$ cat config.mk
export PLATFORM = sky130hd
export DESIGN_NAME = fetch_stage
export DESIGN_NICKNAME = d
export VERILOG_FILES = /design/src/rtl/fetch_stage.sv
export SDC_FILE = /design/constraint.sdc
export NUM_CORES = 1
export LEC_CHECK = 0
export CAP_MARGIN = 20
export CORE_MARGIN = 1.5
export CORE_UTILIZATION = 44
export CTS_CLUSTER_SIZE = 10
export DETAILED_ROUTE_END_ITERATION = 7
export PLACE_DENSITY = 0.81
export SLEW_MARGIN = 20
export SYNTH_ARGS = -nofsm -noshare
export SYNTH_HDL_FRONTEND = slang
export SYNTH_SLANG_ARGS = --single-unit
$ cat constraint.sdc
create_clock -name clk -period 10.1 [get_ports clk]
set_input_delay 3.03 -clock clk [delete_from_list [all_inputs] [get_ports clk]]
set_output_delay 3.03 -clock clk [all_outputs]
set_load 0.05 [all_outputs]
$ cat src/rtl/fetch_stage.sv
// -----------------------------------------------------------------------------
// fetch_stage
//
// Instruction fetch stage. Owns the program counter, addresses a 2**AW-word
// instruction memory and captures the returned word into the IF/ID register.
// Redirects (jr > jump > branch) come back from decode, flush the wrong-path
// fetch and always win over stall. When the PC leaves instruction-memory range
// the stage parks in HALT until a redirect or reset.
//
// Ports
//   clk, reset          : clock, synchronous active-high reset
//   stall               : hold PC and IF/ID (ignored in HALT, loses to redirect)
//   br_taken/br_imm     : taken branch and its word offset
//   br_pc4              : PC+4 of the branch/jump in decode
//   jump/jump_index     : j/jal and its target field
//   jr/jr_target        : jr and its register value
//   imem_a / imem_rd    : instruction memory word address / read data
//   pc                  : current fetch PC
//   if_instr/if_pc4     : IF/ID instruction and PC+4
//   if_valid            : IF/ID holds a real instruction
//   halted              : FSM state, high while in HALT
//   fetch_count         : instructions accepted into IF/ID (wraps)
//
// Handshake: there is no valid/ready pair here; stall acts as the consumer's
// "not ready" and holds every register, and if_valid marks IF/ID contents as a
// real instruction. A redirect discards whatever IF/ID holds.
// -----------------------------------------------------------------------------
module fetch_stage #(
  parameter int          AW       = 6,
  parameter logic [31:0] RESET_PC = 32'h0000_0000
) (
  input  logic          clk,
  input  logic          reset,
  input  logic          stall,
  input  logic          br_taken,
  input  logic [15:0]   br_imm,
  input  logic [31:0]   br_pc4,
  input  logic          jump,
  input  logic [25:0]   jump_index,
  input  logic          jr,
  input  logic [31:0]   jr_target,
  output logic [AW-1:0] imem_a,
  input  logic [31:0]   imem_rd,
  output logic [31:0]   pc,
  output logic [31:0]   if_instr,
  output logic [31:0]   if_pc4,
  output logic          if_valid,
  output logic          halted,
  output logic [31:0]   fetch_count
);

  typedef enum logic {
    RUN  = 1'b0,
    HALT = 1'b1
  } state_t;

  state_t      state_q, state_d;
  logic [31:0] pc_q, pc_d;
  logic [31:0] if_instr_q, if_instr_d;
  logic [31:0] if_pc4_q, if_pc4_d;
  logic        if_valid_q, if_valid_d;
  logic [31:0] fetch_count_q, fetch_count_d;

  logic        redirect;
  logic [31:0] target;
  logic [31:0] pc_plus4;
  logic        in_range;

  // jr targets are word aligned by construction; the low two bits are dropped.
  logic        unused_jr_low;
  assign unused_jr_low = ^jr_target[1:0];

  assign redirect = jr | jump | br_taken;
  assign pc_plus4 = pc_q + 32'd4;
  assign in_range = (pc_q[31:AW+2] == '0);

  always_comb begin
    target = br_pc4 + {{14{br_imm[15]}}, br_imm, 2'b00};
    if (jr) begin
      target = {jr_target[31:2], 2'b00};
    end else if (jump) begin
      target = {br_pc4[31:28], jump_index, 2'b00};
    end
  end

  always_comb begin
    state_d       = state_q;
    pc_d          = pc_q;
    if_instr_d    = if_instr_q;
    if_pc4_d      = if_pc4_q;
    if_valid_d    = if_valid_q;
    fetch_count_d = fetch_count_q;

    if (redirect) begin
      // Redirect always lands in RUN; an out-of-range target re-halts on the
      // following cycle through the normal range check.
      pc_d       = target;
      if_valid_d = 1'b0;
      state_d    = RUN;
    end else begin
      case (state_q)
        RUN: begin
          if (!stall) begin
            if (!in_range) begin
              state_d    = HALT;
              if_valid_d = 1'b0;
            end else begin
              if_instr_d    = imem_rd;
              if_pc4_d      = pc_plus4;
              if_valid_d    = 1'b1;
              pc_d          = pc_plus4;
              fetch_count_d = fetch_count_q + 32'd1;
            end
          end
        end
        HALT: begin
          if_valid_d = 1'b0;
        end
        default: begin
          state_d = RUN;
        end
      endcase
    end
  end

  always_ff @(posedge clk) begin
    if (reset) begin
      state_q       <= RUN;
      pc_q          <= RESET_PC;
      if_instr_q    <= '0;
      if_pc4_q      <= '0;
      if_valid_q    <= 1'b0;
      fetch_count_q <= '0;
    end else begin
      state_q       <= state_d;
      pc_q          <= pc_d;
      if_instr_q    <= if_instr_d;
      if_pc4_q      <= if_pc4_d;
      if_valid_q    <= if_valid_d;
      fetch_count_q <= fetch_count_d;
    end
  end

  // imem_a only carries the low PC bits, so it always indexes inside memory.
  assign imem_a      = pc_q[AW+1:2];
  assign pc          = pc_q;
  assign if_instr    = if_instr_q;
  assign if_pc4      = if_pc4_q;
  assign if_valid    = if_valid_q;
  assign halted      = (state_q == HALT);
  assign fetch_count = fetch_count_q;

endmodule

==> results of run 1 <==
## layer usage
metal / wire [µm] / up-vias / GRT usage
met5: 0 / - / 0
met1: 9090 / 3371 / 0.322
li1: - / 3583 / -
met2: 11200 / 322 / 0.473
met3: 1880 / 32 / 0.0735
met4: 427 / 0 / 0.0833
## where the power goes
group	switching (mW)	leakage, nW	internal (mW)	total, mW
sequential	0.0151	1.05	0.524	0.539
clock	0.225	0.292	0.393	0.618
combinational	0.158	2.54	0.132	0.291
## area by class of cell
class / count / area [µm²] / share of cell area
Multi-Input combinational cell: 663 / 4110 / 0.393
Clock inverter: 10 / 133 / 0.0127
Tap cell: 211 / 264 / 0.0253
Inverter: 16 / 60.1 / 0.00575
Clock buffer: 22 / 454 / 0.0435
Timing Repair Buffer: 284 / 2820 / 0.270
Sequential cell: 130 / 2600 / 0.249
## worst max path at each step
| stage | from | endpoint | slack [ns] | depth (start not counted) |
|---|---|---|---|---|
| 2_1_floorplan | br_imm[0] | pc[30] | 4.62 | 10 |
| 3_3_place_gp | br_taken | fetch_count[17] | 3.25 | 8 |
| 3_5_place_dp | br_taken | fetch_count[17] | 3.21 | 8 |
| 4_1_cts | br_taken | fetch_count[17] | 3.66 | 8 |
| 5_1_grt | br_taken | fetch_count[29] | 3.36 | 8 |
| 6_report | br_taken | fetch_count[17] | 3.62 | 8 |
## synth_stat cells (3+ instances only)
cell type                   count  area [µm²]
sky130_fd_sc_hd__and4_1         3        26.3
sky130_fd_sc_hd__a221oi_1       9        78.8
sky130_fd_sc_hd__nand2_1      122         458
sky130_fd_sc_hd__a22oi_1        4        30.0
sky130_fd_sc_hd__mux2i_1        7        70.1
sky130_fd_sc_hd__ha_1          31         388
sky130_fd_sc_hd__dfxtp_1      130        2600
sky130_fd_sc_hd__nand4_1       14        87.6
sky130_fd_sc_hd__a41oi_1        3        26.3
sky130_fd_sc_hd__xnor2_1       27         236
sky130_fd_sc_hd__a221o_1        8        80.1
sky130_fd_sc_hd__a21oi_1       79         395
sky130_fd_sc_hd__o211ai_1      10        75.1
sky130_fd_sc_hd__a311o_1        3        30.0
sky130_fd_sc_hd__xor2_1        31         272
sky130_fd_sc_hd__o2111ai_1      3        26.3
sky130_fd_sc_hd__nor2b_1        8        50.1
sky130_fd_sc_hd__nor4_1         7        43.8
sky130_fd_sc_hd__nor3b_1        3        22.5
sky130_fd_sc_hd__or3_1          8        50.1
sky130_fd_sc_hd__and3_1        14        87.6
sky130_fd_sc_hd__inv_1         16        60.1
sky130_fd_sc_hd__o22ai_1        3        18.8
sky130_fd_sc_hd__a31oi_1        3        18.8
sky130_fd_sc_hd__nor2_1        66         248
sky130_fd_sc_hd__or2_2          6        37.5
sky130_fd_sc_hd__nor3_1        12        60.1
sky130_fd_sc_hd__clkbuf_1      44         165
sky130_fd_sc_hd__a21o_1        12        90.1
sky130_fd_sc_hd__o21a_1         7        52.6
sky130_fd_sc_hd__and2_1        28         175
sky130_fd_sc_hd__nand2b_1       4        25.0
sky130_fd_sc_hd__a211oi_1      20         150
sky130_fd_sc_hd__buf_4          8        60.1
sky130_fd_sc_hd__nand3_1       31         155
sky130_fd_sc_hd__o21ai_0       46         230
## worst max-delay path, cell delays in order
cell,delay (ns)
sky130_fd_sc_hd__clkdlybuf4s50_1,0.77
sky130_fd_sc_hd__or3_1,0.83
sky130_fd_sc_hd__nor4_4,0.79
sky130_fd_sc_hd__nand4_1,0.39
sky130_fd_sc_hd__nor3_2,0.50
sky130_fd_sc_hd__and3_1,0.24
sky130_fd_sc_hd__xnor2_1,0.12
sky130_fd_sc_hd__nor2_1,0.06
## state kept, by name, summed over array words and instances, names as in the netlist
signal / cells
if_instr: 32
fetch_count: 32
if_pc4: 32
halted: 1
pc: 32
if_valid: 1
## cells by family after synthesis
group	synth area share
buf+inv	0.0425
flops	0.371
compound gates	0.208
xor+xnor	0.0725
simple gates	0.237
mux	0.0100
fa+ha+maj	0.0582
==> Implementation_results.wiki, run 1 <==
{| class="wikitable"
! Metric !! Value
|-
| Clock transition at path regs || 0.06 ns
|-
| Antenna-violating nets left || 0
|-
| DIE WIDTH || 129 µm
|-
| FF-to-FF path depth || 8
|-
| Hold Worst Slack || 0.450 ns
|-
| Cells after synthesis || 864
|-
| DIE HEIGHT || 129 µm
|-
| Count of clock tree sinks || 130
|-
| Fraction of layout cells with a size suffix above 1 || 0.0427
|-
| Number of max-slew violations in the final report || 0
|-
| Post-CTS sizing || 0
|-
| Number of global-route vias before repair || 6842
|-
| Layout overhead on the synthesized area || 49.1%
|-
| RR Endpoint || fetch_count[17]
|-
| Critical R2R Launch || pc[28]
|-
| Buffers on Ports || 277
|-
| Deepest clock path buffer count || 2
|-
| Sequential-to-total area share from yosys stat || 0.371
|-
| Most frequent cells in the layout || 276 x sky130_fd_sc_hd__clkdlybuf4s50_1, 130 x sky130_fd_sc_hd__dfxtp_1, 122 x sky130_fd_sc_hd__nand2_1
|-
| Cell depth of the worst min-delay path || 2
|-
| Final core utilization || 0.680
|-
| Hold path start || if_instr[30]
|-
| Number of setup buffers added after CTS || 0
|-
| Final routed wire length divided by cell count || 16.9 µm
|-
| Most common flop cell mapped by yosys || sky130_fd_sc_hd__dfxtp_1
|-
| Number of buffers added by the clock tree synthesis step || 17
|-
| Post-detailed-placement cell area || 0.00986 mm²
|-
| Yosys Warn Count || 0
|-
| Slew margin rel. || 0.368
|-
| Setup TNS || 0 ns
|-
| Startpoint types || input port
|-
| Setup slack on the worst flop-to-flop path || 7.01 ns
|-
| DP Cell Count || 1304
|-
| Category of the critical setup timing path || input port to flop
|-
| Largest vdd supply drop || 123 µV
|-
| Total Die Area || 0.0167 mm²
|-
| Final-report setup violation count || 0
|-
| Number of failing hold endpoints at the final stage || 0
|-
| Max-Cap Viols || 0
|-
| Unique masters post-synth || 62
|-
| Leakage component of the power || 3.89 nW
|-
| Post-cts hold buffer count || 0
|-
| Crit path arrival time || 6.75 ns
|-
| Via Count || 7308
|-
| Design Area, Final || 0.0104 mm²
|-
| Worst clock skew on the final layout || 0.00673 ns
|-
| Global-route wire length before repair || 35.2 mm
|-
| Outcome || finished, final reports clean
|-
| Violation count after the first detailed-route iteration || 409
|-
| CORE AREA || 0.0154 mm²
|-
| Final GP Congestion || 0.905
|-
| Final critical-path setup slack || 3.62 ns
|-
| CTS root buffer || sky130_fd_sc_hd__clkbuf_16
|-
| Cell Pwr Density || 139 mW/mm²
|-
| Flip-flop and latch count after synthesis || 130
|-
| Minimum clock period after layout || 6.48 ns
|-
| Total iterations of the first detailed-routing run || 5
|-
| Clock insertion delay at the later pin of the skew report || 0.42 ns
|-
| RSZ-0062 raised after global routing || no
|-
| Count of inserted antenna diode cells || 0
|-
| Maximum number of pins on one net before global-route repair || 72
|-
| Net total in the final layout || 1288
|-
| Class of the most critical hold timing path || flop to flop
|-
| Most common library cell in the layout ignoring fill and taps || sky130_fd_sc_hd__clkdlybuf4s50_1
|-
| Top-level I/O count || 280
|-
| CTS tree || built
|-
| Total overflow reported by the global router || 0
|-
| Mapped Area || 0.00701 mm²
|-
| EDFF count, synth || 0
|-
| Setup crit end kind || flop
|-
| Power, Total || 1.45 mW
|-
| All-layer global routing usage || 0.270
|-
| Core Rows || 45
|-
| # fillers || 1284
|-
| Fin cells || 1336
|-
| CTS H-tree lvls || 4
|-
| Worst min-delay path endpoint || if_instr[30]
|-
| Initial Utilization || 0.456
|-
| Final routed wirelength across all metal layers || 22.6 mm
|-
| Maximum clock frequency || 0.154 GHz
|-
| Post-synth ARST share || 0
|-
| Syn avg cell area || 8.11 µm²
|-
| Max Fanout on Critical Path || 19
|-
| Number of remaining DRC errors || 0
|-
| Data required time at the worst endpoint || 10.38 ns
|-
| Final critical-path share of the clock period || 0.641
|-
| Slew of the pin with the lowest slew margin || 0.948 ns
|-
| Synthesized net count || 1040
|-
| Via count normalized by instance count || 5.47
|-
| Number of antenna violations at the first check in global routing || 0
|-
| Worst slack at placement || 3.21 ns
|-
| DP Wirelength || 16.8 mm
|}
Note: power is estimated with default switching activity, not from simulation.
==> inputs of run 2 (changes only) <==
Clock period 10.1 ns to 6.14 ns, I/O delays scaled along.
==> run 2 against run 1 <==
Net effect:
- first-iteration DRC count shrank 5.6%
- power grew 70%
- combinational power grew 63%
- flip-flop and latch count is the same
- worst hold slack gained 0.0028 ns
- clock power grew 76%
- sequential power grew 65%
- via count grew 0.74%
- clock-buffer cell count shrank 1
- critical path type unchanged
- largest cell class unchanged
- highest routed layer unchanged
==> Implementation_results.wiki, run 2 (synthesis results as in run 1) <==
{| class="wikitable"
! Metric !! Value
|-
| Outcome || finished, final reports clean
|-
| Net total in the final layout || 1287 (-0.078%)
|-
| Via Count || 7362 (+0.74%)
|-
| RSZ-0062 raised after global routing || no
|-
| Largest delay contributor family on the critical path || compound AO/OA/AOI/OAI gates
|-
| Final routed wire length divided by cell count || 17.1 µm (+1.3%)
|-
| Fin cells || 1335 (-0.075%)
|-
| Total iterations of the first detailed-routing run || 5 (unchanged)
|-
| Highest routing layer actually used || met4
|-
| Max-Cap Viols || 0 (unchanged)
|-
| Number of antenna violations at the first check in global routing || 0 (unchanged)
|-
| Final routed wirelength across all metal layers || 22.9 mm (+1.2%)
|-
| Final GP Congestion || 0.897 (-0.90%)
|-
| Delay contributed by the slowest stage of the critical path || 0.80 ns (-0.03 ns)
|-
| Startpoint types || input port
|-
| Number of remaining DRC errors || 0 (unchanged)
|-
| Global-route wire length before repair || 35.3 mm (+0.43%)
|-
| # fillers || 1285 (+0.078%)
|-
| Number of global-route vias before repair || 6912 (+1.0%)
|-
| Minimum clock period after layout || 4.93 ns
|-
| Post-CTS sizing || 0 (unchanged)
|-
| Clock transition at path regs || 0.06 ns (about the same)
|-
| Total Die Area || 0.0167 mm² (unchanged)
|-
| Critical path buffer and inverter count || 1 (unchanged)
|-
| Most frequent cells in the layout || 276 x sky130_fd_sc_hd__clkdlybuf4s50_1, 130 x sky130_fd_sc_hd__dfxtp_1, 122 x sky130_fd_sc_hd__nand2_1
|-
| All-layer global routing usage || 0.270 (-0.000592)
|-
| Largest vdd supply drop || 213 µV (+73%)
|-
| Worst clock skew on the final layout || 0.00950 ns (+0.00277 ns)
|-
| DP Cell Count || 1303 (-0.077%)
|-
| Category of the critical setup timing path || input port to flop
|-
| Setup TNS || 0 ns (unchanged)
|-
| Max Fanout on Critical Path || 18 (-1)
|-
| Class of the most critical hold timing path || flop to flop
|-
| Ordered cell list for the critical path || clkdlybuf4s50_1, ha_1, nand3_1, nor3b_1, a311oi_1, a211oi_1, o21ai_0, a21boi_0, o2111ai_1, a32o_1
|-
| Violation count after the first detailed-route iteration || 386 (-5.6%)
|-
| Setup crit end kind || flop
|-
| Count of inserted antenna diode cells || 0 (unchanged)
|-
| CTS tree || built
|-
| Number of failing hold endpoints at the final stage || 0 (unchanged)
|-
| Number of buffers added by the clock tree synthesis step || 17 (unchanged)
|-
| Via count normalized by instance count || 5.51 (+0.81%)
|-
| Leakage component of the power || 3.89 nW (+0.19%)
|-
| Final critical-path share of the clock period || 0.802
|-
| Post-cts hold buffer count || 0 (unchanged)
|-
| Number of setup buffers added after CTS || 0 (unchanged)
|-
| Routed length on met2 || 11.4 mm (+2.0%)
|-
| Deepest clock path buffer count || 2 (unchanged)
|-
| Count of clock tree sinks || 130 (unchanged)
|-
| DIE HEIGHT || 129 µm (unchanged)
|-
| Antenna-violating nets left || 0 (unchanged)
|-
| Fraction of layout cells with a size suffix above 1 || 0.0436 (+0.000928)
|-
| Final-report setup violation count || 0 (unchanged)
|-
| Buffers on Ports || 277 (unchanged)
|-
| Total overflow reported by the global router || 0 (unchanged)
|-
| Most common library cell in the layout ignoring fill and taps || sky130_fd_sc_hd__clkdlybuf4s50_1
|-
| Data required time at the worst endpoint || 6.45 ns (-3.93 ns)
|-
| Cell Pwr Density || 234 mW/mm² (+69%)
|-
| Crit path arrival time || 5.23 ns (-1.52 ns)
|-
| Slew margin rel. || 0.297 (-0.0715)
|-
| Wire length on met3 || 1.93 mm (+2.7%)
|-
| CTS H-tree lvls || 4 (unchanged)
|-
| Layout overhead on the synthesized area || 49.7%
|-
| Number of max-slew violations in the final report || 0 (unchanged)
|-
| DP Wirelength || 16.8 mm (+0.41%)
|-
| Clock insertion delay at the later pin of the skew report || 0.42 ns (about the same)
|-
| Maximum clock frequency || 0.203 GHz
|-
| DIE WIDTH || 129 µm (unchanged)
|-
| CTS root buffer || sky130_fd_sc_hd__clkbuf_16
|-
| Core Rows || 45 (unchanged)
|-
| Slew of the pin with the lowest slew margin || 1.05 ns (+0.107 ns)
|-
| Top-level I/O count || 280 (unchanged)
|-
| Master of the slowest instance on the critical path || sky130_fd_sc_hd__clkdlybuf4s50_1
|-
| CORE AREA || 0.0154 mm² (unchanged)
|-
| Initial Utilization || 0.456 (unchanged)
|-
| Total routed wire length on the met1 layer || 8.94 mm (-1.7%)
|-
| Maximum number of pins on one net before global-route repair || 101 (+40%)
|}
[run 2: cell count changes in the layout (fill, tap and decap cells not counted)]
cell and delta:
sky130_fd_sc_hd__buf_4 -1, sky130_fd_sc_hd__clkbuf_1 -2, sky130_fd_sc_hd__clkinvlp_4 +2, sky130_fd_sc_hd__clkbuf_8 +1, sky130_fd_sc_hd__clkinv_4 +1, sky130_fd_sc_hd__bufinv_16 +1, sky130_fd_sc_hd__clkinv_2 -4, sky130_fd_sc_hd__inv_6 +1
[run 2: through the flow]
stage	hold slack [ns]	power [mW]	setup WS, ns	utilization	instance area, µm²
after floorplan	0.445	1.18	1.85	-	7010
final	0.453	2.45	1.21	0.682	10500
after CTS	0.456	2.47	1.24	0.682	10500
after global routing	0.469	2.55	0.983	0.682	10500
after global placement	0.441	1.37	0.863	0.641	9850
after detailed placement	0.443	1.37	0.877	0.641	9850
[run 2: area by class of cell]
cell class	instances	area [µm²]	share of cell area
Timing Repair Buffer	283	2820	0.268
Clock inverter	11	175	0.0167
Multi-Input combinational cell	663	4110	0.392
Sequential cell	130	2600	0.248
Inverter	16	60.1	0.00573
Clock buffer	21	460	0.0439
Tap cell	211	264	0.0252
[run 2: per-layer routing]
layer  vias up  GRT usage
met5         -          0
met4         0     0.0939
met3        46     0.0710
met2       316      0.484
met1      3435      0.309
li1       3565          -
[run 2: where the power goes]
part / switching (mW) / leakage (nW) / internal, mW / total (mW)
clock: 0.388 / 0.304 / 0.705 / 1.09
sequential: 0.0262 / 1.05 / 0.862 / 0.888
combinational: 0.258 / 2.53 / 0.217 / 0.475
total: 0.672 / 3.89 / 1.78 / 2.45
[run 2: tightest hold or removal path, cell delays in order, from the launching register on]
cell                      delay [ns]
sky130_fd_sc_hd__dfxtp_1        0.30
sky130_fd_sc_hd__nand2_1        0.05
sky130_fd_sc_hd__a21oi_1        0.05
[run 2: worst paths after layout]
| path | cells after the start | endpoint | slack, ns | from |
|---|---|---|---|---|
| hold reg to reg | 2 | if_instr[28] | 0.45 | if_instr[28] |
| hold / removal | 2 | if_instr[28] | 0.45 | if_instr[28] |
| setup reg to reg | 8 | fetch_count[17] | 3.10 | pc[28] |
| setup / recovery | 10 | pc[30] | 1.21 | br_imm[15] |
==> inputs of run 3 (changes only) <==
Settings changed: CORE_UTILIZATION 44 to 40, PLACE_DENSITY 0.81 to 0.78.
Clock period 6.14 ns to 4 ns, I/O delays scaled along.
==> run 3 against run 2 <==
Net effect:
- clock skew grew 0.0037 ns
- critical path depth grew 1
- setup slack lost 1.0 ns
- final cell count grew 4.6%
- worst hold slack lost 0.00053 ns
- die area grew 9.8%
- non-clock buffer count grew 46
- first-iteration DRC count shrank 4.1%
- sequential share of layout area shrank 0.76 points
- flip-flop and latch count is the same
- largest cell class unchanged
- largest power group unchanged
==> Implementation_results.wiki, run 3 (synthesis results as in run 1) <==
{| class="wikitable"
! Metric !! Value
|-
| Outcome || finished, final reports clean
|-
| Final routed wire length divided by cell count || 16.6 µm (-3.2%)
|-
| Number of setup buffers added after CTS || 0 (unchanged)
|-
| Minimum clock period after layout || 3.80 ns
|-
| DP Cell Count || 1362 (+4.5%)
|-
| Most common library cell in the layout ignoring fill and taps || sky130_fd_sc_hd__clkdlybuf4s50_1
|-
| DP Wirelength || 17.7 mm (+4.9%)
|-
| Number of antenna violations at the first check in global routing || 1 (+1)
|-
| Clock insertion delay at the later pin of the skew report || 0.42 ns (about the same)
|-
| Number of buffers added by the clock tree synthesis step || 17 (unchanged)
|-
| Antenna-violating nets left || 0 (unchanged)
|-
| Fraction of layout cells with a size suffix above 1 || 0.0795 (+0.0359)
|-
| Buffers on Ports || 277 (unchanged)
|-
| Fin cells || 1396 (+4.6%)
|-
| Via Count || 7399 (+0.50%)
|-
| All-layer global routing usage || 0.251 (-0.0186)
|-
| Via count normalized by instance count || 5.30 (-3.9%)
|-
| Core Rows || 48 (+6.7%)
|-
| Final critical-path setup slack || 0.204 ns (-1.01 ns)
|-
| Number of global-route vias before repair || 7217 (+4.4%)
|-
| Leakage component of the power || 4.10 nW (+5.4%)
|-
| Data required time at the worst endpoint || 4.31 ns (-2.14 ns)
|-
| Maximum clock frequency || 0.263 GHz
|-
| Total Die Area || 0.0183 mm² (+9.8%)
|-
| DIE HEIGHT || 135 µm (+4.8%)
|-
| Net total in the final layout || 1333 (+3.6%)
|-
| Final core utilization || 0.628 (-0.0546)
|-
| CTS H-tree lvls || 4 (unchanged)
|-
| Total iterations of the first detailed-routing run || 5 (unchanged)
|-
| Final critical-path share of the clock period || 0.949
|-
| Category of the critical setup timing path || input port to flop
|-
| Initial Utilization || 0.407 (-0.0493)
|-
| Final GP Congestion || 0.877 (-2.2%)
|-
| Worst slack at placement || -0.319 ns (-1.20 ns)
|-
| CTS root buffer || sky130_fd_sc_hd__clkbuf_16
|-
| Largest vdd supply drop || 300 µV (+41%)
|-
| Final-report setup violation count || 0 (unchanged)
|-
| CTS tree || built
|-
| Deepest clock path buffer count || 2 (unchanged)
|-
| Class of the most critical hold timing path || flop to flop
|-
| Violation count after the first detailed-route iteration || 370 (-4.1%)
|-
| Final routed wirelength across all metal layers || 23.1 mm (+1.3%)
|-
| Layout overhead on the synthesized area || 54.4%
|-
| Cell Pwr Density || 345 mW/mm² (+47%)
|-
| Setup crit end kind || flop
|-
| Crit path arrival time || 4.10 ns (-1.13 ns)
|-
| RSZ-0062 raised after global routing || no
|-
| Count of clock tree sinks || 130 (unchanged)
|-
| Max-Cap Viols || 0 (unchanged)
|-
| Number of failing hold endpoints at the final stage || 0 (unchanged)
|-
| Total overflow reported by the global router || 0 (unchanged)
|-
| Clock transition at path regs || 0.05 ns (about the same)
|-
| Worst clock skew on the final layout || 0.0132 ns (+0.00374 ns)
|-
| Top-level I/O count || 280 (unchanged)
|-
| Slew margin rel. || 0.382 (+0.0858)
|-
| DIE WIDTH || 135 µm (+4.8%)
|-
| Global-route wire length before repair || 36.1 mm (+2.0%)
|-
| CORE AREA || 0.0172 mm² (+12%)
|-
| Number of remaining DRC errors || 0 (unchanged)
|-
| Number of max-slew violations in the final report || 0 (unchanged)
|-
| Hold Worst Slack || 0.452 ns (-0.000527 ns)
|-
| # fillers || 1473 (+15%)
|-
| Startpoint types || input port
|-
| Most frequent cells in the layout || 276 x sky130_fd_sc_hd__clkdlybuf4s50_1, 130 x sky130_fd_sc_hd__dfxtp_1, 122 x sky130_fd_sc_hd__nand2_1
|-
| Maximum number of pins on one net before global-route repair || 90 (-11%)
|-
| Slew of the pin with the lowest slew margin || 0.926 ns (-0.129 ns)
|-
| Max Fanout on Critical Path || 3 (-15)
|}
-- run 3: cell count changes in the layout (fill, tap and decap cells not counted), sizes merged --
| cell | previous run | this run |
|---|---|---|
| bufinv | 4 | 3 |
| clkinv | 3 | 5 |
| clkbuf | 21 | 23 |
| clkinvlp | 2 | 1 |
| diode | 0 | 1 |
| inv | 18 | 16 |
| buf | 7 | 53 |
-- run 3: what timing repair did --
action | CTS | global route
gates resized for setup | 0 | 2
endpoints found under the hold margin | 0 | 0
setup endpoints to repair | 0 | 3
hold buffers | 0 | 0
-- run 3: path summary, 6_finish.rpt --
| path | start | end | slack, ns | depth (start not counted) |
|---|---|---|---|---|
| worst max-delay path | br_imm[0] | pc[30] | 0.20 | 11 |
| worst min-delay path | if_pc4[3] | if_pc4[3] | 0.45 | 2 |
| worst max register to register | pc[28] | pc[16] | 1.35 | 8 |
| worst min register to register | if_pc4[3] | if_pc4[3] | 0.45 | 2 |
-- run 3: area by class of cell --
| type | count | area, µm² | area share |
|---|---|---|---|
| antenna | 1 | 2.50 | 0.000231 |
| clock inverter | 9 | 130 | 0.0120 |
| clock buffer | 23 | 468 | 0.0433 |
| tap | 225 | 282 | 0.0260 |
| inverter | 16 | 60.1 | 0.00555 |
| timing repair buffer | 329 | 3160 | 0.292 |
| multi-input combinational | 663 | 4110 | 0.380 |
| sequential | 130 | 2600 | 0.241 |
-- run 3: layer usage --
metal | vias up | track usage | wire [µm]
met5 | - | 0 | 0
met4 | 0 | 0.106 | 782
met3 | 51 | 0.0546 | 1600
met2 | 290 | 0.438 | 11300
met1 | 3393 | 0.297 | 9510
li1 | 3665 | - | -
-- run 3: per-stage QoR --
step / setup TNS, ns / total power, mW / area, µm²
final: 0 / 3.73 / 10800
after global routing: 0 / 3.87 / 10800
after CTS: 0 / 3.76 / 10800
after detailed placement: -1.39 / 2.17 / 10200
after global placement: -1.02 / 2.16 / 10200
after floorplan: 0 / 1.82 / 7010
-- run 3: critical path, cell delays in order --
cell	delay, ns
sky130_fd_sc_hd__clkdlybuf4s50_1	0.41
sky130_fd_sc_hd__ha_1	0.22
sky130_fd_sc_hd__fa_1	0.39
sky130_fd_sc_hd__a21o_1	0.22
sky130_fd_sc_hd__a311o_1	0.42
sky130_fd_sc_hd__a311oi_2	0.31
sky130_fd_sc_hd__a211oi_1	0.13
sky130_fd_sc_hd__o21ai_0	0.24
sky130_fd_sc_hd__a21boi_0	0.15
sky130_fd_sc_hd__nand2b_1	0.16
sky130_fd_sc_hd__a32o_1	0.25
-- run 3: where the power goes --
group / total, mW / leakage (nW) / switching (mW) / internal (mW)
sequential: 1.36 / 1.05 / 0.0408 / 1.32
clock: 1.58 / 0.291 / 0.571 / 1.01
combinational: 0.786 / 2.76 / 0.409 / 0.377
==> variant 1: new RTL, flow settings as in run 2 <==
Take the reset off `if_instr_q` and load it in a clocked block of its own.
--- a/src/rtl/fetch_stage.sv
+++ b/src/rtl/fetch_stage.sv
@@ -129,3 +129,2 @@
       pc_q          <= RESET_PC;
-      if_instr_q    <= '0;
       if_pc4_q      <= '0;
@@ -136,3 +135,2 @@
       pc_q          <= pc_d;
-      if_instr_q    <= if_instr_d;
       if_pc4_q      <= if_pc4_d;
@@ -141,2 +139,6 @@
     end
+  end
+
+  always_ff @(posedge clk) begin
+    if_instr_q <= if_instr_d;
   end
Check against the original RTL: not equivalent (a bounded check fails within 4 cycles, from zero or initial values and one cycle with reset high).
==> variant 1 against run 2 <==
  * Sequential power up 3.2%
  * Register-to-register slack better by 170 ps
  * Hold slack better by 6.8 ps
  * Critical endpoint unchanged
  * Count of clock-buffer cells in the layout down 4
  * Clock power down 11%
  * Cell area down 2.7%
  * Sequential cell count unchanged
  * Power down 3.6%
  * Worst setup slack better by 96 ps
  * Synthesized area down 3.7%
  * Cell count down 11%
  * Wire length down 3.3%
==> variant 1: results (changes against run 2) <==
worst_hold_path:
  min_path_type: "reg2reg"
  holdPathEnd: "if_pc4[30]"
  hold_start: "if_pc4[30]"
  holdPathStages: 1  # -1
clock_tree:
  ctsResizeCount: 0  # unchanged
  cts.htree.levels: 4  # unchanged
  cts_setup_buffers: 0  # unchanged
  clock_latency_ps: 420  # about the same
drt:
  drtIter0Drc: 445  # +15%
  vias: 6616  # -10%
  routedWlPerCell_um: 18.5  # +8.2%
synthesis:
  synth_commonest_cells: "dfxtp_1, nor2_1, nand2_1"
  ys_seq_area_share_pct: 43.3  # +6.2 points
  yosysWarnings: 0  # unchanged
  syn_nets: 903  # -13%
  synth_cell_types: 69  # +11%
  ys.flop_type: "dfxtp_1"
  yosysMostFrequentCell: "dfxtp_1"
  synth_async_sr_flop_share_pct: 0  # unchanged
  synth-edff-count: 32  # +32
  netlist_top_cells_area: "dfxtp_1, edfxtp_1, ha_1"
critical_path:
  max_stage_delay_ps: 810
  reg2reg_depth: 11  # +3
  rr_startpoint: "pc[19]"
  startpoint: "br_imm[15]"
  timing.rr.end: "fetch_count[26]"
  cp_top_family: "compound AO/OA/AOI/OAI gates"
  worstPathMaxFanout: 19  # +1
  r2r_slack_ps: 3270  # +170 ps
  crit_arrival_ps: 5130  # -100 ps
layout:
  diodes: 0  # unchanged
  final_nets: 1168  # -9.2%
  clkCellAreaFrac_pct: 5.54  # -0.52 points
  signal_buffers: 286  # +1.1%
  design.seq.count: 130  # unchanged
  fillers: 1195  # -7.0%
  nClkBuffers: 17  # -19%
  dominant_cells: "multi-input combinational cells"
  inv_count: 22  # +6
  regArea_um2: 2920  # +12%
  multiInputGateArea_um2: 3560  # -13%
  drive_gt1_share_pct: 6.27  # +1.9 points
  multi_input_gates: 535  # -19%
  buffer_area_share_pct: 27.8  # +0.95 points
grt:
  grt_util_all_layers_pct: 27.3  # +0.38 points
  grt_pass1_vias: 6256  # -9.5%
  grt_max_degree: 50  # -50%
  grt_first_pass_wirelength_um: 33800  # -4.3%
timing:
  maxSlewViolCount: 0  # unchanged
  finalClockSkew_ps: 9.44  # -0.0576 ps
  max_slew_margin_pct: 48.8  # +19 points
placement:
  dp_hpwl_um: 16700  # -0.68%
  place_area_um2: 9640  # -2.2%
  place_congestion: 0.885  # -1.3%
  pre_cts_ws_ps: 998  # +120 ps
  port_buffers: 277  # unchanged
power:
  vdd_drop_max_mv: 0.203  # -4.8%
  leakage_nw: 3.96  # +1.6%
outcome:
  status: "finished clean"
variant 1: where the power goes:
| group | internal, mW | total (mW) | switching, mW |
|---|---|---|---|
| sequential | 0.894 | 0.916 | 0.0219 |
| clock | 0.535 | 0.966 | 0.432 |
| combinational | 0.218 | 0.483 | 0.266 |
| total | 1.65 | 2.37 | 0.719 |
variant 1: per-stage QoR:
step / hold WS (ps) / total power [mW] / std cells / utilization (%)
floorplan: 487 / 1.21 / 727 / -
global placement: 444 / 1.41 / 1161 / 63.9
detailed placement: 443 / 1.41 / 1161 / 63.9
CTS: 461 / 2.38 / 1193 / 67.6
global route: 486 / 2.46 / 1193 / 67.6
finish: 459 / 2.37 / 1193 / 67.6
variant 1: kinds of logic (layout without fill, tap and decap cells):
family / count (synthesis) / after routing / share of synthesized area (%)
multiplexers: 11 / 11 / 1.63
XOR/XNOR: 56 / 56 / 7.27
flip-flops: 130 / 130 / 43.3
buffers and inverters: 62 / 340 / 4.00
AND/OR/NAND/NOR: 246 / 246 / 19.0
adder cells (fa/ha/maj): 32 / 32 / 6.04
AO/OA/AOI/OAI: 190 / 190 / 18.7
variant 1: how the worst max path moves through the flow:
| stage | end | slack, ps | cells past startpoint |
|---|---|---|---|
| after detailed placement | pc[31] | 1000 | 11 |
| final | pc[30] | 1310 | 10 |
| after global placement | pc[30] | 1050 | 10 |
| after global routing | pc[30] | 970 | 10 |
| after CTS | pc[31] | 1420 | 11 |
| after floorplan | if_instr[0] | 1810 | 8 |
variant 1: per-layer routing:
layer	share of wire (%)	up-vias	GRT usage [%]
met2	51	321	49.4
met1	40	3073	32.4
met5	0	-	0
li1	-	3195	-
met3	7.5	27	5.82
met4	1.5	0	8.49
==> variant 2: new RTL, settings of run 2 <==
Without the edit above. The parameter `AW` goes from 6 to 5.
--- a/src/rtl/fetch_stage.sv
+++ b/src/rtl/fetch_stage.sv
@@ -28,3 +28,3 @@
 module fetch_stage #(
-  parameter int          AW       = 6,
+  parameter int          AW       = 5,
   parameter logic [31:0] RESET_PC = 32'h0000_0000
Interface: changed (resized imem_a); port bits go from 280 to 279. No check against the original RTL was run, so the function may have changed too.
==> variant 2 against run 2 <==
  * Power shrank 2.0%
  * Clock power shrank 5%
  * Worst setup slack gained 420 ps
  * Sequential cell count is the same
  * Die area shrank 1.6%
  * Critical path depth grew 1
  * Sequential share of layout area grew 0.16 points
  * Hold slack lost 1.1 ps
  * Cell area shrank 0.66%
  * Via count shrank 1.4%
  * Synthesized cell count grew 0.12%
  * Wire length shrank 4.0%
  * Synthesized area shrank 1.6%
  * Critical endpoint unchanged
==> variant 2: results (changes against run 2) <==
timing:
  setup_viol: 0  # unchanged
  finalClockSkew_ps: 10.4  # +0.888 ps
  max_slew_margin_pct: 42.3  # +13 points
  max_freq_mhz: 222  # +9.4%
critical_path:
  reg2reg_depth: 8  # unchanged
  r2r_slack_ps: 3290  # +190 ps
  rr_startpoint: "pc[20]"
  crit_path_end: "pc[30]"
  worstPathMaxFanout: 11  # -7
  crit_arrival_ps: 4850  # -380 ps
  startpoint: "br_imm[15]"
  timing.rr.end: "fetch_count[30]"
  max_stage_delay_ps: 640  # -160 ps
layout:
  fin_cells: 1348  # +0.97%
  drive_gt1_share_pct: 4.93  # +0.57 points
clock_tree:
  cts_inserted_buffers: 17  # unchanged
  clockRootBuffer: "clkbuf_16"
  clkTransAtPathRegs_ps: 60  # about the same
  clock_latency_ps: 410
grt:
  grt_max_degree: 83  # -18%
  grt_first_pass_wirelength_um: 34100  # -3.5%
  grt_util_all_layers_pct: 26.4  # -0.59 points
  grt_pass1_vias: 6739  # -2.5%
synthesis:
  syn_nets: 1041  # +0.096%
  ys_seq_area_share_pct: 37.7  # +0.61 points
  ys.flop_type: "dfxtp_1"
  synth_async_sr_flop_share_pct: 0  # unchanged
  synth_cell_types: 57  # -8.1%
  synth_cells: 865  # +0.12%
  netlist_top_cells_area: "dfxtp_1, nand2_1, a21oi_1"
  synth_commonest_cells: "dfxtp_1, nand2_1, a21oi_1"
drt:
  routedWlPerCell_um: 16.3  # -5.0%
  vias_per_cell: 5.39  # -2.3%
  drtIter0Drc: 621  # +61%
  dr.pass1.iters: 5  # unchanged
placement:
  dp_hpwl_um: 16600  # -1.1%
  pre_cts_ws_ps: 1270  # +389 ps
  place_congestion: 0.954  # +6.3%
  place_area_um2: 9800  # -0.50%
  port_buffers: 276  # -0.36%
outcome:
  status: "finished clean"
power:
  vdd_drop_max_mv: 0.186  # -13%
  leakage_nw: 3.86  # -0.95%
[variant 2: metal layers]
layer | routed length [um] | track usage, % | up-vias
li1 | - | - | 3576
met1 | 9320 | 33.4 | 3311
met4 | 610 | 9.78 | 2
met2 | 10300 | 43.5 | 332
met3 | 1710 | 6.51 | 39
met5 | 27 | 0 | -
[variant 2: power by group]
part	internal, mW	total [mW]	switching (mW)
sequential	0.862	0.885	0.0239
combinational	0.217	0.477	0.260
clock	0.656	1.04	0.387
[variant 2: cells by family after synthesis]
logic type / Yosys count / synth area share (%)
buffers and inverters: 73 / 4.39
adders and majority gates: 32 / 5.92
AOI/OAI and AO/OA: 234 / 21.3
and+or+nand+nor: 344 / 24.0
DFF: 130 / 37.7
muxes: 3 / 0.436
xor gates and xnor gates: 49 / 6.22
[variant 2: cell type report]
type,count,area [um^2]
sequential,130,2600
tap,211,264
inverter,25,93.8
clock inverter,14,176
timing repair buffer,288,2850
fill,1225,4840
multi-input combinational,662,3990
clock buffer,18,439
[variant 2: worst max-delay path: cells and delay by family]
family | cells | cell delay, ps
AOI/OAI and AO/OA | 5 | 1120
buffers and inverters | 1 | 640
and+or+nand+nor | 3 | 550
adders and majority gates | 1 | 520
xor gates and xnor gates | 1 | 180
[variant 2: worst min-delay path by stage]
stage	from	end	slack, ps	cells after the start
final	if_instr[27]	if_instr[27]	450	2
after global routing	if_instr[30]	if_instr[30]	460	2
after CTS	if_instr[27]	if_instr[27]	450	2
after detailed placement	if_instr[2]	if_instr[2]	450	2
after global placement	if_pc4[0]	if_pc4[0]	440	2
after floorplan	pc[0]	if_pc4[0]	440	2
